$ cat src/rtl/tap_move_sequencer.sv
// TAP move sequencer: walks the 1149.1 TAP FSM to a requested stable
// state, emitting one TMS bit per step and tracking a shadow TAP state.
module tap_move_sequencer #(
   parameter int unsigned LEN_W    = 8,
   parameter bit          CHECK_EN = 1'b1
) (
   input  logic             GCLK,
   input  logic             TRST_n,
   input  logic             req,
   input  logic [3:0]       target_state,
   input  logic [LEN_W-1:0] shift_len,
   input  logic [3:0]       obs_state,
   output logic             tck_en,
   output logic             tms_out,
   output logic             busy,
   output logic             done,
   output logic             cmd_err,
   output logic             obs_err,
   output logic [3:0]       cur_state
);

   typedef enum logic [2:0] {
      S_IDLE,
      S_MOVE,
      S_FORCE,
      S_DWELL,
      S_DONE
   } fsm_e;

   localparam logic [3:0] TLR    = 4'h0;
   localparam logic [3:0] RTI    = 4'h1;
   localparam logic [3:0] SEL_DR = 4'h2;
   localparam logic [3:0] CAP_DR = 4'h3;
   localparam logic [3:0] SH_DR  = 4'h4;
   localparam logic [3:0] EX1_DR = 4'h5;
   localparam logic [3:0] PAU_DR = 4'h6;
   localparam logic [3:0] EX2_DR = 4'h7;
   localparam logic [3:0] UPD_DR = 4'h8;
   localparam logic [3:0] SEL_IR = 4'h9;
   localparam logic [3:0] CAP_IR = 4'hA;
   localparam logic [3:0] SH_IR  = 4'hB;
   localparam logic [3:0] EX1_IR = 4'hC;
   localparam logic [3:0] PAU_IR = 4'hD;
   localparam logic [3:0] EX2_IR = 4'hE;
   localparam logic [3:0] UPD_IR = 4'hF;

   function automatic logic [3:0] tap_next(
      input logic [3:0] s,
      input logic       tms
   );
      logic [3:0] n;
      n = TLR;
      case (s)
         TLR:           n = tms ? TLR    : RTI;
         RTI:           n = tms ? SEL_DR : RTI;
         SEL_DR:        n = tms ? SEL_IR : CAP_DR;
         CAP_DR, SH_DR: n = tms ? EX1_DR : SH_DR;
         EX1_DR:        n = tms ? UPD_DR : PAU_DR;
         PAU_DR:        n = tms ? EX2_DR : PAU_DR;
         EX2_DR:        n = tms ? UPD_DR : SH_DR;
         UPD_DR,
         UPD_IR:        n = tms ? SEL_DR : RTI;
         SEL_IR:        n = tms ? TLR    : CAP_IR;
         CAP_IR, SH_IR: n = tms ? EX1_IR : SH_IR;
         EX1_IR:        n = tms ? UPD_IR : PAU_IR;
         PAU_IR:        n = tms ? EX2_IR : PAU_IR;
         EX2_IR:        n = tms ? UPD_IR : SH_IR;
      endcase
      return n;
   endfunction

   function automatic logic tms_rule(
      input logic [3:0] s,
      input logic [3:0] t
   );
      logic b;
      b = 1'b1;
      case (s)
         TLR:            b = 1'b0;
         RTI:            b = 1'b1;
         SEL_DR:         b = !(t == SH_DR || t == PAU_DR);
         SEL_IR:         b = !(t == SH_IR || t == PAU_IR);
         CAP_DR, EX2_DR: b = (t != SH_DR);
         CAP_IR, EX2_IR: b = (t != SH_IR);
         EX1_DR:         b = (t != PAU_DR);
         EX1_IR:         b = (t != PAU_IR);
         UPD_DR, UPD_IR: b = (t != RTI);
         SH_DR, SH_IR,
         PAU_DR, PAU_IR: b = 1'b1;
      endcase
      return b;
   endfunction

   function automatic logic is_legal(input logic [3:0] t);
      return t inside {TLR, RTI, SH_DR, PAU_DR, SH_IR, PAU_IR};
   endfunction

   function automatic logic dwell_ok(input logic [3:0] t);
      return t inside {RTI, SH_DR, SH_IR};
   endfunction

   fsm_e             state_q, state_d;
   logic [3:0]       tgt_q, tgt_d;
   logic [LEN_W-1:0] dwell_q, dwell_d;
   logic [2:0]       force_q, force_d;
   logic             chk_q, chk_d;
   logic             tck_q, tck_d;
   logic             tms_q, tms_d;
   logic             busy_q, busy_d;
   logic             done_q, done_d;
   logic             cerr_q, cerr_d;
   logic             oerr_q, oerr_d;
   logic [3:0]       cur_q, cur_d;

   logic [3:0]       s_eff;
   logic             go_arr;
   logic [LEN_W-1:0] len_v;

   always_comb begin
      // Shadow state once the step currently on the TAP has landed.
      s_eff   = tck_q ? tap_next(cur_q, tms_q) : cur_q;
      state_d = state_q;
      tgt_d   = tgt_q;
      dwell_d = dwell_q;
      force_d = force_q;
      tck_d   = 1'b0;
      tms_d   = 1'b0;
      busy_d  = busy_q;
      done_d  = 1'b0;
      cerr_d  = 1'b0;
      cur_d   = s_eff;
      chk_d   = tck_q & ~(state_q == S_FORCE && force_q != 3'd0);
      oerr_d  = oerr_q |
                (CHECK_EN & chk_q & (obs_state != cur_q));
      go_arr  = 1'b0;
      len_v   = dwell_q;

      unique case (state_q)
         S_IDLE: begin
            if (req) begin
               tgt_d   = target_state;
               dwell_d = shift_len;
               len_v   = shift_len;
               busy_d  = 1'b1;
               if (!is_legal(target_state)) begin
                  state_d = S_DONE;
                  done_d  = 1'b1;
                  cerr_d  = 1'b1;
               end else if (target_state == TLR) begin
                  state_d = S_FORCE;
                  tck_d   = 1'b1;
                  tms_d   = 1'b1;
                  force_d = 3'd4;
               end else if (s_eff != target_state) begin
                  state_d = S_MOVE;
                  tck_d   = 1'b1;
                  tms_d   = tms_rule(s_eff, target_state);
               end else begin
                  go_arr = 1'b1;
               end
            end
         end
         S_MOVE: begin
            if (s_eff != tgt_q) begin
               tck_d = 1'b1;
               tms_d = tms_rule(s_eff, tgt_q);
            end else begin
               go_arr = 1'b1;
            end
         end
         S_FORCE: begin
            if (force_q != 3'd0) begin
               tck_d   = 1'b1;
               tms_d   = 1'b1;
               force_d = force_q - 3'd1;
            end else begin
               state_d = S_DONE;
               done_d  = 1'b1;
            end
         end
         S_DWELL: begin
            if (dwell_q != '0) begin
               tck_d   = 1'b1;
               dwell_d = dwell_q - LEN_W'(1);
            end else begin
               state_d = S_DONE;
               done_d  = 1'b1;
            end
         end
         S_DONE: begin
            state_d = S_IDLE;
            busy_d  = 1'b0;
         end
      endcase

      if (go_arr) begin
         if (dwell_ok(tgt_d) && len_v != '0) begin
            state_d = S_DWELL;
            tck_d   = 1'b1;
            dwell_d = len_v - LEN_W'(1);
         end else begin
            state_d = S_DONE;
            done_d  = 1'b1;
         end
      end
   end

   always_ff @(posedge GCLK) begin
      if (!TRST_n) begin
         state_q <= S_IDLE;
         tgt_q   <= TLR;
         dwell_q <= '0;
         force_q <= 3'd0;
         chk_q   <= 1'b0;
         tck_q   <= 1'b0;
         tms_q   <= 1'b0;
         busy_q  <= 1'b0;
         done_q  <= 1'b0;
         cerr_q  <= 1'b0;
         oerr_q  <= 1'b0;
         cur_q   <= TLR;
      end else begin
         state_q <= state_d;
         tgt_q   <= tgt_d;
         dwell_q <= dwell_d;
         force_q <= force_d;
         chk_q   <= chk_d;
         tck_q   <= tck_d;
         tms_q   <= tms_d;
         busy_q  <= busy_d;
         done_q  <= done_d;
         cerr_q  <= cerr_d;
         oerr_q  <= oerr_d;
         cur_q   <= cur_d;
      end
   end

   assign tck_en    = tck_q;
   assign tms_out   = tms_q;
   assign busy      = busy_q;
   assign done      = done_q;
   assign cmd_err   = cerr_q;
   assign obs_err   = oerr_q;
   assign cur_state = cur_q;

endmodule
$ cat config.mk
export PLATFORM = sky130hd
export DESIGN_NAME = tap_move_sequencer
export DESIGN_NICKNAME = d
export VERILOG_FILES = /design/src/rtl/tap_move_sequencer.sv
export SDC_FILE = /design/constraint.sdc
export NUM_CORES = 1
export LEC_CHECK = 0
export ABC_AREA = 1
export ABC_CLOCK_PERIOD_IN_PS = 2000
export CORE_MARGIN = 2
export CORE_UTILIZATION = 35
export DETAILED_ROUTE_END_ITERATION = 10
export PLACE_DENSITY = 0.61
export SKIP_LAST_GASP = 1
export SYNTH_ARGS = -nofsm -noshare
export SYNTH_HDL_FRONTEND = slang
export SYNTH_SLANG_ARGS = --single-unit
$ cat constraint.sdc
create_clock -name GCLK -period 2 [get_ports GCLK]
set_input_delay 0.2 -clock GCLK [delete_from_list [all_inputs] [get_ports GCLK]]
set_output_delay 0.2 -clock GCLK [all_outputs]
set_load 0.01 [all_outputs]
## After elaboration in Yosys (flattened, before gate mapping)

Cells that the tools add are included.

- Register bits: 29
- Bits in latches: 0
- Bits in writable memories: 0
- ROM bits: 0
- Input bits: 19
- Output and inout bits: 10
- Memories kept: 0

- Add/subtract/negate cells: 3
- Multipliers: 0
- Div/mod/pow operators: 0
- Order comparisons: 0
- Equality and inequality tests: 67
- Shift-type cells: 0
- Multiplexer cells: 69
- Bitwise gates (word level): 4
- Reduce and logical (&&, ||, !) cells: 33

Operators by type and width:

| cell | count |
|---|---|
| $eq A4 B4 Y1 const B | 21 |
| $eq A4 B3 Y1 const B | 13 |
| $pmux W4 S12 | 1 |
| $mux W3 | 14 |
| $mux W8 | 5 |
| $mux W1 | 29 |
| $mux W4 | 7 |
| $pmux W1 S9 | 2 |
| $eq A4 B1 Y1 const B | 4 |
| $eq A4 B2 Y1 const B | 4 |
| $ne A4 B3 Y1 const B | 4 |
| $ne A4 B4 Y1 const B | 4 |
| $pmux W8 S2 | 1 |
| $reduce_bool A8 Y1 | 2 |
| $sub A8 B1 Y8 const B | 2 |
| $logic_not A4 Y1 | 3 |
| $ne A4 B4 Y1 | 3 |
| $pmux W3 S4 | 1 |
| $reduce_and A5 Y1 | 2 |
| $reduce_or A2 Y1 | 5 |
| $ne A3 B3 Y1 const B | 3 |
| $ne A4 B1 Y1 const B | 2 |
| $eq A3 B2 Y1 const B | 2 |
| $mux W2 | 3 |
| 24 further kinds | 39 |

## Longest topological paths before layout

- Depth in word-level cells: 12
- Gate-level depth with buffers: 21

## Worst setup path before layout

Ideal clock, no wire load.

- Path type: reg-to-reg
- Start point: register cur_q[1] (netlist: cur_state[1])
- End point: register dwell_q[5]
- Arrival: 2001 ps
- Data required time: 1876 ps
- Setup slack: -125 ps
- Stages on the path, launching flop included: 18
- Clock period less this slack: 2125 ps
- Path through: dfxtp_1 -> buf_4 -> inv_2 -> nor2_1 -> nand2_1 -> and2_1 -> nand2_1 -> nor2_2 -> nand2_2 -> nand2_4 -> xor2_1 -> nor2_2 -> nand4_2 -> nand2_2 -> nand2_2 -> buf_6 -> o21ai_1 -> a31oi_1

- Cells in the longest elaborated chain, start to end: 11
- Elaborated cells on any way between the ends: 30

RTL lines:

| element | line | source |
|---|---|---|
| start, declared | 113 | `logic [3:0] cur_q, cur_d;` |
| start signal, assigned | 234 | `cur_q <= cur_d;` |
| $eq A4 B4 Y1, or another cell as far along | 53 | `case (s)` |
| $reduce_or A3 Y1 (no line) or $reduce_or A2 Y1 (tied branches) | n/a |  |
| $pmux W4 S12 | 53 |  |
| $mux W4 (*) | 121 | `s_eff = tck_q ? tap_next(cur_q, tms_q) : cur_q;` |
| $ne A4 B4 Y1 | 154 | `end else if (s_eff != target_state) begin` |
| $mux W1 | 154 |  |
| $mux W1 | 149 | `end else if (target_state == TLR) begin` |
| $mux W1 | 145 | `if (!is_legal(target_state)) begin` |
| $mux W1 | 140 | `if (req) begin` |
| $pmux W1 S2 (*) | 138 | `unique case (state_q)` |
| $mux W8 (*) | 196 | `if (go_arr) begin` |
| end signal, assigned | 225 | `dwell_q <= dwell_d;` |
| end, declared | 104 | `logic [LEN_W-1:0] dwell_q, dwell_d;` |

Mark *: on every way between the ends. The rest lies on a longest branch, timed or not.
A chain may end at the register's enable or synchronous reset.

## Worst setup path after layout

- Start point: register cur_q[2] (netlist: cur_state[2])
- End point: register state_q[0]

- Cells in the longest elaborated chain, start to end: 12
- Elaborated cells on any way between the ends: 36

RTL lines:

| element | line | source |
|---|---|---|
| $eq A4 B4 Y1, or another cell as far along | 53 |  |
| $reduce_or A3 Y1 (no line) or $reduce_or A2 Y1 (tied branches) | n/a |  |
| $pmux W4 S12 | 53 |  |
| $mux W4 (*) | 121 |  |
| $ne A4 B4 Y1 | 154 |  |
| $mux W1 | 154 |  |
| $mux W1 | 149 |  |
| $mux W1 | 145 |  |
| $mux W1 | 140 |  |
| $pmux W1 S2 | 138 |  |
| $ne A5 B5 Y1 (no line), or another cell as far along | n/a |  |
| $reduce_and A5 Y1 (no line) | n/a |  |
| end signal, assigned | 223 | `state_q <= state_d;` |
| end, declared | 102 | `fsm_e state_q, state_d;` |

Marked as above.

==> run summary <==
• **library cells used by synthesis** 38
• **H-tree levels** 2
• **post-synthesis cell count** 449
• **hold violation count in the final report** 0
• **ratio of total power to cell area** 1530 nW/um^2
• **overall die width** 90.6 um
• **average wire per cell in the routed design** 12.5 um
• **Max Cap Viol** 0
• **type of origin of the critical path** flip-flop
• **max-slew violation count** 0
• **starting density of the core** 0.362
• **IO buf count** 28
• **Synth-to-Final Area Change** 61.9%
• **Die ar.** 8210 um^2
• **cell type with the largest total area after synthesis** dfxtp_1
• **R2R setup slack** -0.23 ns
• **CTS tree** built
• **Yosys warnings** 0
• **Top-Level Pins** 29
• **GRT Overall Usage** 0.213
• **final critical-path setup slack** -0.228 ns
• **most common cell after layout, fill and taps aside** nand2_1
• **Crit path arrival time** 2.40 ns
• **detailed-route wire length** 8530 um
• **number of global-route vias before repair** 3,245
• **part of the total power dissipated in sequential elements** 0.160
• **height of the chip** 90.6 um
• **total number of placement rows** 31
• **Post-Syn Area per Cell** 5.85 um^2
• **Design Power** 6.52 mW
• **share of the yosys chip area belonging to registers** 0.221
• **wire length of the first global-routing pass** 14,400 um
• **Period minus WS final** 2.23 ns
• **initial antenna violation count** 0
• **number of enable-type register cells in the synthesized netlist** 0
• **placed instance area** 3640 um^2
• **count of hold buffers inserted by post-cts repair** 0
• **outcome** complete, but fails checks
• **proportion of layout cells with a drive suffix above 1** 0.356
• **clk_lat worst skew** 0.29 ns
• **Min-Delay Path Class** flip-flop to flip-flop
• **synthesized net count** 474
• **highest-count cells in the layout ignoring fill and taps** 100 x nand2_1, 94 x buf_4, 55 x inv_1
• **violated checks** negative setup slack
• **cell types with the largest area share after synthesis** dfxtp_1 22%, nand2_1 16%, inv_1 8.6%
• **combined area of all synthesized cells** 2630 um^2
• **Critical Path Fanout Max** 6
• **global route overflow** 0
• **clock skew after layout** 0.00715 ns
• **share of power burned in the clock network** 0.073
• **final setup violation count** 14
• **CTS buffer count** 5
• **Sink Count** 29
• **worst setup slack after placement** -0.356 ns
• **routability congestion estimate** 0.900
• **final worst hold slack** 0.454 ns
• **number of synthesized register bits** 29
• **number of filler cells placed in the layout** 696
• **core box area** 7250 um^2
• **vias post-DR** 3,326
• **worst setup path category** flip-flop to flip-flop
• **Fmax achieved** 449 MHz
• **post-route fraction of the period consumed by the critical path** 1.11
• **net switching component of the power** 3.15 mW
• **Post-route DRC** 0
• **maximum number of pins on one net before global-route repair** 19
• **switching fraction of total power** 0.483
• **half-perimeter wire length after detailed placement** 5990 um
• **clock-pin slew on the worst setup and hold paths** 0.06 ns
• **via density per instance** 4.88
• **nets** 606
• **worst rel slew slack** 0.700
• **dominant synthesized flop cell** dfxtp_1
• **antenna diode count** 0
• **maximum number of buffers from clock root to sink** 2
• **count of routing violations after the opening detailed-route iteration** 103
• **type of destination of the critical path** flip-flop
• **unrepaired setup endpoints after global routing** yes
• **endpoint required time on the critical path** 2.18 ns
• **share of flip-flops with an asynchronous set or reset after synthesis** 0
• **combinational cell fraction of total power** 0.767
• **leakage power** 2.04 nW
• **remaining antenna violation count** 0
• **maximum vdd drop** 0.000614 V
• **share of the synthesized area in the top cell type** 0.221
• **CTS Root Cell** clkbuf_8
• **design area** 4250 um^2
• **first-pass iteration count of the detailed router** 5
• **Pint** 3.37 mW
• **transition time at the pin with the least slew margin** 0.444 ns
[cell type report]
type | instances | area, um^2 | area share
Timing Repair inverter | 1 | 3.75 | 0.000883
Sequential cell | 29 | 599 | 0.141
Timing Repair Buffer | 130 | 1130 | 0.267
Inverter | 69 | 278 | 0.0653
Multi-Input combinational cell | 345 | 2030 | 0.476
Clock buffer | 5 | 68.8 | 0.0162
Tap cell | 99 | 124 | 0.0291
Clock inverter | 3 | 17.5 | 0.00412
[worst paths after layout]
check	depth (start not counted)	endpoint	startpoint
min reg2reg	2	obs_err	obs_err
max reg2reg	17	state_q[0]	cur_state[2]
min	2	obs_err	obs_err
max	17	state_q[0]	cur_state[2]
[metal layers]
| metal | GRT usage | routed length, um | up-vias |
|---|---|---|---|
| met1 | 0.254 | 3740 | 1525 |
| met5 | 0 | 0 | - |
| li1 | - | - | 1698 |
| met2 | 0.391 | 4210 | 85 |
| met3 | 0.0367 | 430 | 18 |
| met4 | 0.0577 | 144 | 0 |
[cell usage after synthesis, types with 2 or more instances]
cell and number:
nand4_1 3, clkbuf_1 2, o31ai_1 2, ha_1 6
a21oi_1 27, inv_2 6, nand3b_1 2, xnor2_1 3
nand2_1 113, o311ai_0 2, o21ai_0 23, a21oi_2 2
nor2_2 6, xor2_1 18, buf_4 3, nor2_1 58
and2_1 2, inv_1 60, nand3_1 40, o21ai_1 4
nand2_2 8, clkinv_1 3, nor3_1 11, a31oi_1 3
dfxtp_1 29
[stage by stage]
step | TNS [ns] | cells | utilization
2_1_floorplan | -0.0104 | 449 | -
3_3_place_gp | -3.62 | 647 | 0.502
3_5_place_dp | -4.48 | 647 | 0.502
4_1_cts | -1.68 | 678 | 0.572
5_1_grt | -4.41 | 681 | 0.586
6_report | -2.32 | 681 | 0.586
[worst max-delay path, cell delays in order, from the launching register on]
cell	delay, ns
dfxtp_4	0.40
inv_4	0.06
nor2_4	0.17
nand2_1	0.08
nand2_1	0.07
nand2_1	0.07
nand3_2	0.10
nand2_4	0.10
xor2_2	0.17
nor3_4	0.18
nand4_2	0.16
nand2_2	0.15
buf_6	0.12
nor2_2	0.03
nand2_1	0.06
nand2_1	0.05
nor2_1	0.09
nor2_1	0.06
[repair_timing]
item / CTS / global route
buffers inserted: 19 / 5
setup endpoints to repair: 14 / 18
gates resized for setup: 64 / 24
gates cloned: 4 / 0
pin swaps: 24 / 15
[logic make-up (layout without fill, tap and decap cells)]
| logic type | Yosys count | count (layout) | synth area share |
|---|---|---|---|
| XOR/XNOR | 21 | 21 | 0.0700 |
| buffers and inverters | 76 | 208 | 0.116 |
| AO/OA/AOI/OAI | 69 | 69 | 0.148 |
| AND/OR/NAND/NOR | 248 | 249 | 0.416 |
| adder cells (fa/ha/maj) | 6 | 6 | 0.0286 |
| flip-flops | 29 | 29 | 0.221 |
[state kept, by name, summed over array words and instances (netlist names)]
signal and flops:
busy 1, chk_q 1, cmd_err 1, cur_state 4, done 1, dwell_q 8
force_q 3, obs_err 1, state_q 3, tck_en 1, tgt_q 4, tms_out 1
[power groups by stage]
stage                     sequential (mW)  combinational (mW)  clock (mW)
after floorplan                     0.962                2.50           0
after global placement               1.01                3.97           0
after detailed placement             1.01                4.00           0
after CTS                            1.03                4.73       0.487
after global routing                 1.07                5.47       0.516
final                                1.04                5.00       0.475
No activity file was read; power rests on OpenSTA's default activity.
